**src/rtl/fp_divider.sv**
```systemverilog
// ============================================================================
// fp_divider : iterative IEEE-754 divider (half/single in, single out),
//              restoring quotient engine, valid/ready handshake.
// Revision   : 1.0
// ============================================================================
`default_nettype none

module fp_divider #(
    parameter int QBITS = 26
) (
    input  logic        clk,
    input  logic        rst_n,
    input  logic [31:0] op_a,
    input  logic [31:0] op_b,
    input  logic        mode_fp,
    input  logic        round_mode,
    input  logic        start,
    input  logic        ready_in,
    output logic        valid_out,
    output logic        ready_out,
    output logic [31:0] result,
    output logic [4:0]  flags
);

    localparam int CNT_W = $clog2(QBITS);

    localparam logic [1:0] S_IDLE = 2'd0;
    localparam logic [1:0] S_DIV  = 2'd1;
    localparam logic [1:0] S_NORM = 2'd2;
    localparam logic [1:0] S_DONE = 2'd3;

    // Re-express a half operand in single-precision layout so one decoder serves both.
    function automatic logic [31:0] widen(input logic [31:0] op, input logic fp32);
        logic [4:0] e5;
        e5 = op[14:10];
        if (fp32)
            widen = op;
        else if (e5 == 5'd0)
            widen = {op[15], 8'h00, op[9:0], 13'd0};
        else if (e5 == 5'h1F)
            widen = {op[15], 8'hFF, op[9:0], 13'd0};
        else
            widen = {op[15], {3'b000, e5} + 8'd112, op[9:0], 13'd0};
    endfunction

    logic [1:0]        state_q, state_d;
    logic [24:0]       r_q, r_d;
    logic [23:0]       d_q, d_d;
    logic [QBITS-1:0]  q_q, q_d;
    logic signed [9:0] e_q, e_d;
    logic [CNT_W-1:0]  cnt_q, cnt_d;
    logic              sign_q, sign_d;
    logic              rm_q, rm_d;
    logic [31:0]       result_q, result_d;
    logic [4:0]        flags_q, flags_d;

    // ------------------------------------------------------------------ decode
    logic [31:0] wa, wb;
    logic        sa, sb;
    logic [7:0]  ea, eb;
    logic [22:0] ma, mb;
    logic        a_zero, b_zero, a_inf, b_inf, a_nan, b_nan;
    logic signed [9:0] e_load;

    assign wa     = widen(op_a, mode_fp);
    assign wb     = widen(op_b, mode_fp);
    assign sa     = wa[31];
    assign sb     = wb[31];
    assign ea     = wa[30:23];
    assign eb     = wb[30:23];
    assign ma     = wa[22:0];
    assign mb     = wb[22:0];
    assign a_zero = (ea == 8'h00);
    assign b_zero = (eb == 8'h00);
    assign a_inf  = (ea == 8'hFF) && (ma == 23'd0);
    assign b_inf  = (eb == 8'hFF) && (mb == 23'd0);
    assign a_nan  = (ea == 8'hFF) && (ma != 23'd0);
    assign b_nan  = (eb == 8'hFF) && (mb != 23'd0);
    assign e_load = $signed({2'b00, ea}) - $signed({2'b00, eb}) + 10'sd127;

    logic        spec_hit;
    logic [31:0] spec_res;
    logic [4:0]  spec_flg;
    logic        sq;

    assign sq = sa ^ sb;

    always_comb begin
        spec_hit = 1'b1;
        spec_res = 32'd0;
        spec_flg = 5'd0;
        if (a_nan || b_nan) begin
            spec_res = 32'h7FC0_0000;
            spec_flg = 5'b01000;
        end else if ((a_zero && b_zero) || (a_inf && b_inf)) begin
            spec_res = 32'hFFC0_0000;
            spec_flg = 5'b01000;
        end else if (a_inf) begin
            spec_res = {sq, 8'hFF, 23'd0};
        end else if (b_inf) begin
            spec_res = {sq, 31'd0};
        end else if (b_zero) begin
            spec_res = {sq, 8'hFF, 23'd0};
            spec_flg = 5'b10000;
        end else if (a_zero) begin
            spec_res = {sq, 31'd0};
        end else begin
            spec_hit = 1'b0;
        end
    end

    // ---------------------------------------------------------------- handshake
    logic accept;

    assign ready_out = (state_q == S_IDLE) || ((state_q == S_DONE) && ready_in);
    assign accept    = start && ready_out;

    // ------------------------------------------------------------ divide step
    logic        r_ge;
    logic [23:0] r_sub;

    // r - d always fits in 24 bits whenever r >= d, since the difference is below d.
    assign r_ge  = (r_q >= {1'b0, d_q});
    assign r_sub = r_q[23:0] - d_q;

    // --------------------------------------------------------- normalise/round
    logic              hi, g_bit, s_bit, inc, carry, nx;
    logic [22:0]       frac, frac_r;
    logic signed [9:0] e_adj, e_fin;
    logic [31:0]       norm_res;
    logic [4:0]        norm_flg;

    assign hi    = q_q[QBITS-1];
    assign frac  = hi ? q_q[QBITS-2:2] : q_q[QBITS-3:1];
    assign g_bit = hi ? q_q[1] : q_q[0];
    assign s_bit = (hi & q_q[0]) | (r_q != 25'd0);
    assign inc   = rm_q & g_bit & (s_bit | frac[0]);
    assign {carry, frac_r} = {1'b0, frac} + {23'd0, inc};
    assign e_adj = hi ? e_q : e_q - 10'sd1;
    assign e_fin = e_adj + $signed({9'd0, carry});
    assign nx    = g_bit | s_bit;

    always_comb begin
        if (e_fin >= 10'sd255) begin
            norm_res = {sign_q, 8'hFF, 23'd0};
            norm_flg = 5'b00101;
        end else if (e_fin <= 10'sd0) begin
            norm_res = {sign_q, 31'd0};
            norm_flg = 5'b00011;
        end else begin
            norm_res = {sign_q, e_fin[7:0], frac_r};
            norm_flg = {4'b0000, nx};
        end
    end

    // ------------------------------------------------------------------- FSM
    always_comb begin
        state_d  = state_q;
        r_d      = r_q;
        d_d      = d_q;
        q_d      = q_q;
        e_d      = e_q;
        cnt_d    = cnt_q;
        sign_d   = sign_q;
        rm_d     = rm_q;
        result_d = result_q;
        flags_d  = flags_q;

        case (state_q)
            S_DIV: begin
                r_d   = r_ge ? {r_sub, 1'b0} : {r_q[23:0], 1'b0};
                q_d   = {q_q[QBITS-2:0], r_ge};
                cnt_d = cnt_q + 1'b1;
                if (cnt_q == CNT_W'(QBITS - 1))
                    state_d = S_NORM;
            end
            S_NORM: begin
                result_d = norm_res;
                flags_d  = norm_flg;
                state_d  = S_DONE;
            end
            S_DONE: begin
                if (ready_in)
                    state_d = S_IDLE;
            end
            default: ;
        endcase

        // Acceptance overrides the DONE->IDLE exit, giving back-to-back issue.
        if (accept) begin
            sign_d = sq;
            rm_d   = round_mode;
            if (spec_hit) begin
                result_d = spec_res;
                flags_d  = spec_flg;
                state_d  = S_DONE;
            end else begin
                r_d     = {2'b01, ma};
                d_d     = {1'b1, mb};
                q_d     = '0;
                e_d     = e_load;
                cnt_d   = '0;
                state_d = S_DIV;
            end
        end
    end

    always_ff @(posedge clk or negedge rst_n) begin
        if (!rst_n) begin
            state_q  <= S_IDLE;
            r_q      <= '0;
            d_q      <= '0;
            q_q      <= '0;
            e_q      <= '0;
            cnt_q    <= '0;
            sign_q   <= 1'b0;
            rm_q     <= 1'b0;
            result_q <= '0;
            flags_q  <= '0;
        end else begin
            state_q  <= state_d;
            r_q      <= r_d;
            d_q      <= d_d;
            q_q      <= q_d;
            e_q      <= e_d;
            cnt_q    <= cnt_d;
            sign_q   <= sign_d;
            rm_q     <= rm_d;
            result_q <= result_d;
            flags_q  <= flags_d;
        end
    end

    assign valid_out = (state_q == S_DONE);
    assign result    = result_q;
    assign flags     = flags_q;

endmodule

`default_nettype wire
```
**config.mk**
```make
export PLATFORM = sky130hd
export DESIGN_NAME = fp_divider
export DESIGN_NICKNAME = d
export VERILOG_FILES = /design/src/rtl/fp_divider.sv
export SDC_FILE = /design/constraint.sdc
export NUM_CORES = 1
export LEC_CHECK = 0
export BUFFER_PORTS_ARGS = -buffer_cell sky130_fd_sc_hd__buf_2
export CAP_MARGIN = 20
export CORE_ASPECT_RATIO = 1.2
export CORE_MARGIN = 2
export CORE_UTILIZATION = 55
export CTS_BUF_LIST = sky130_fd_sc_hd__clkbuf_2 sky130_fd_sc_hd__clkbuf_4 sky130_fd_sc_hd__clkbuf_8
export CTS_CLUSTER_SIZE = 16
export DETAILED_ROUTE_END_ITERATION = 10
export PLACE_DENSITY = 0.76
export SLEW_MARGIN = 5
export SYNTH_ARGS = -nofsm -noshare
export SYNTH_HDL_FRONTEND = slang
export SYNTH_SLANG_ARGS = --single-unit
export TNS_END_PERCENT = 30
```
**constraint.sdc**
```tcl
create_clock -name clk -period 6.8 [get_ports clk]
set_input_delay 0.34 -clock clk [delete_from_list [all_inputs] [get_ports clk]]
set_output_delay 0.34 -clock clk [all_outputs]
set_load 0.01 [all_outputs]
```
==> out/metrics.yaml <==
timing:
  rsz0062_at_grt: "no"
  max_slew.worst_pin.slew_ns: 1.085
  slew_viol_final: 0
  worst_clock_skew_ns: 0.01347
  max_freq_ghz: 0.1953
  max_slew_margin_pct: 27.47
  fin_crit_ns: 5.120
  hold_violations: 0
  fin_tns_setup_ns: 0
  finalSetupViolCount: 0
  period_share_pct: 75.30
critical_path:
  critPathArrivalTime_ns: 5.51
  crit_required_ns: 7.19
  worstSetupPathType: "reg2reg"
  crit_path_end_kind: "flop"
  worstPathMaxFanout: 26
  start_kind: "flop"
global_route:
  grt_max_degree: 83
  grt_use_total_pct: 27.37
  grt_pass1_vias: 8143
  antenna_found_initial: 0
  grt_pass1_wl_mm: 41.39
  gr-total-overflow: 0
run:
  drv_cap: 0
drt:
  wl_per_cell_um: 17.68
  dr.pass1.iters: 5
  wl_mm: 25.36
  drtIter0Drc: 652
  ant_nets: 0
  drcViolationCount: 0
  via_count: 8631
  routed_via_density: 6.019
final_layout:
  final_cell_count_no_fill: 1434
  n_antenna_cell: 0
  drive_above_1_share_pct: 15.24
  layout_commonest_cell: "dfrtp_1"
  num-fill-cells: 1590
  nets: 1318
  final_core_util_pct: 61.60
  layout_common_cells: "dfrtp_1, buf_2, nand2_1"
  syn_to_final_growth_pct: 10.20
yosys:
  synth_compound_area_share_pct: 19.52
  yosys.area_share.simple_pct: 19.16
  synthMuxAreaShare_pct: 9.344
  seq_area_frac_synth_pct: 33.63
  synth_area_mm2: 0.009748
  avgSynthCellArea_um2: 8.611
  synthArstFlopShare_pct: 100.0
  yosys.area_share.adder_pct: 6.058
  synth_seq_cells: 131
  synth_top_family_by_area: "compound AO/OA/AOI/OAI gates"
  synth_warnings: 0
  synth_edf_count: 0
  yosysUniqueCellTypes: 75
  syn_inst: 1132
  synth_xor_area_share_pct: 7.265
  ys.flop_type: "dfrtp_1"
  syn-num-nets: 1248
power_and_ir_drop:
  p_comb_share_pct: 60.0
  power.density_mw_per_mm2: 483.5
  power_leakage_nw: 4.854
  intPower_w: 0.002721
  seq_power_share_pct: 27.8
  switching_share_pct: 47.61
  peakVddDrop_v: 0.0003209
  pwr-share-clk_pct: 12.1
  p_sw_w: 0.002473
  power.total_w: 0.005194
clock_network:
  cts_buffers: 17
  post-cts-setup-buffers: 0
  cts_tree: "yes"
  clk_latency_ns: 0.46
  clk_pin_slew_ns: 0.08
  cts_root_buf: "clkbuf_8"
  clock-sinks: 131
  clk_path_buf_depth: 2
  cts_htree_levels: 4
place:
  hpwl_mm: 18.73
  io_buffers: 108
  dp_cells: 1402
  gp_congestion: 0.9509
floorplan:
  fp.dieW_um: 125.5
  coreArea_mm2: 0.01744
  io_pins: 109
  die_area_mm2: 0.01881
  die_h_um: 149.8
  std_cell_rows: 53
  start_util_pct: 55.89
status:
  status: "complete, no violations"
worst_hold_path:
  min_path_type: "in2reg"
-- final cells by class --
| class | instances | area, um^2 | area share (%) |
|---|---|---|---|
| clock buffers | 19 | 261.5 | 2.434 |
| clock inverters | 12 | 108.9 | 1.013 |
| inverters | 54 | 202.7 | 1.887 |
| multi-input cells | 880 | 5991 | 55.77 |
| flip-flops and latches | 131 | 3279 | 30.53 |
| well taps | 220 | 275.3 | 2.562 |
| repair buffers | 118 | 624.3 | 5.812 |
-- repair_timing --
action | CTS | global route
endpoints found under the hold margin | 81 | 0
hold buffers | 1 | 0
gates resized for setup | 0 | 0
-- flip-flops by register name, indices dropped and copies added (netlist names) --
signal   cells
rm_q         1
sign_q       1
r_q         25
result      32
state_q      2
q_q         26
cnt_q        5
flags        5
d_q         24
e_q         10
-- through the flow --
step | hold slack (ns) | setup slack (ns) | cell area (um^2)
2_1_floorplan | 0.04441 | 2.516 | 9748
3_3_place_gp | 0.4340 | 1.754 | 10360
3_5_place_dp | 0.4435 | 1.764 | 10360
4_1_cts | 0.1290 | 1.706 | 10740
5_1_grt | 0.1397 | 1.276 | 10740
6_report | 0.1538 | 1.680 | 10740
-- final timing paths --
kind	from	endpoint	slack [ns]	depth (start not counted)
worst max-delay path	q_q[25]	result[20]	1.68	17
worst min-delay path	op_b[6]	d_q[6]	0.15	3
worst max register to register	q_q[25]	result[20]	1.68	17
worst min register to register	d_q[23]	d_q[23]	0.46	2
max in group asynchronous	rst_n	q_q[25]	5.11	3
min in group asynchronous	rst_n	result[6]	0.50	2
-- synthesized netlist by cell type, types with 18 or more instances --
master    count  area (um^2)
o21ai_0      87        435.4
nand4_1      20        125.1
ha_1         44        550.5
nor3_1       23        115.1
nand3_1      41        205.2
a21oi_1      56        280.3
clkbuf_1     45        168.9
nor4_1       18        112.6
xnor2_1      32        280.3
dfrtp_1     131         3278
inv_1        51        191.4
nor2_1       92        345.3
a22o_1       20        175.2
nand2_1     101        379.1
mux2i_1      82        820.8
xor2_1       47        411.6
-- cell families (layout without fill, tap and decap cells) --
| logic type | Yosys count | in the layout |
|---|---|---|
| XOR/XNOR | 80 | 80 |
| adder cells (fa/ha/maj) | 46 | 46 |
| AND/OR/NAND/NOR | 376 | 376 |
| multiplexers | 90 | 90 |
| flip-flops | 131 | 131 |
| AO/OA/AOI/OAI | 288 | 288 |
| buffers and inverters | 121 | 203 |
-- routing by layer --
metal	track usage (%)	part of all wire, %
met1	36.94	44
met2	44.89	48
met3	4.255	5.8
met4	9.778	2.6
met5	0	0
-- power by group through the flow --
stage | Combinational, W | Sequential (W) | Clock, W
after floorplan | 0.00246 | 0.00134 | 0
after global placement | 0.00302 | 0.00144 | 0
after detailed placement | 0.00307 | 0.00146 | 0
after CTS | 0.00309 | 0.00144 | 0.000637
after global routing | 0.00345 | 0.00150 | 0.000674
final | 0.00312 | 0.00145 | 0.000629
-- critical path: stages (launching register included) --
cell and delay (ns):
dfrtp_2 0.58, nand2b_1 0.27, a211oi_1 0.42, nand3_1 0.25
nor3_2 0.41, and2_1 0.26, nand4_1 0.15, nor2_1 0.14
ha_1 0.20, nor3b_1 0.18, a21oi_1 0.17, a2111oi_4 0.41
xnor2_1 0.16, nor3_1 0.06, o221a_2 0.30, nor4_4 0.33
nor2b_4 0.52, a32o_1 0.23
Note: power is estimated with default switching activity, not from simulation.
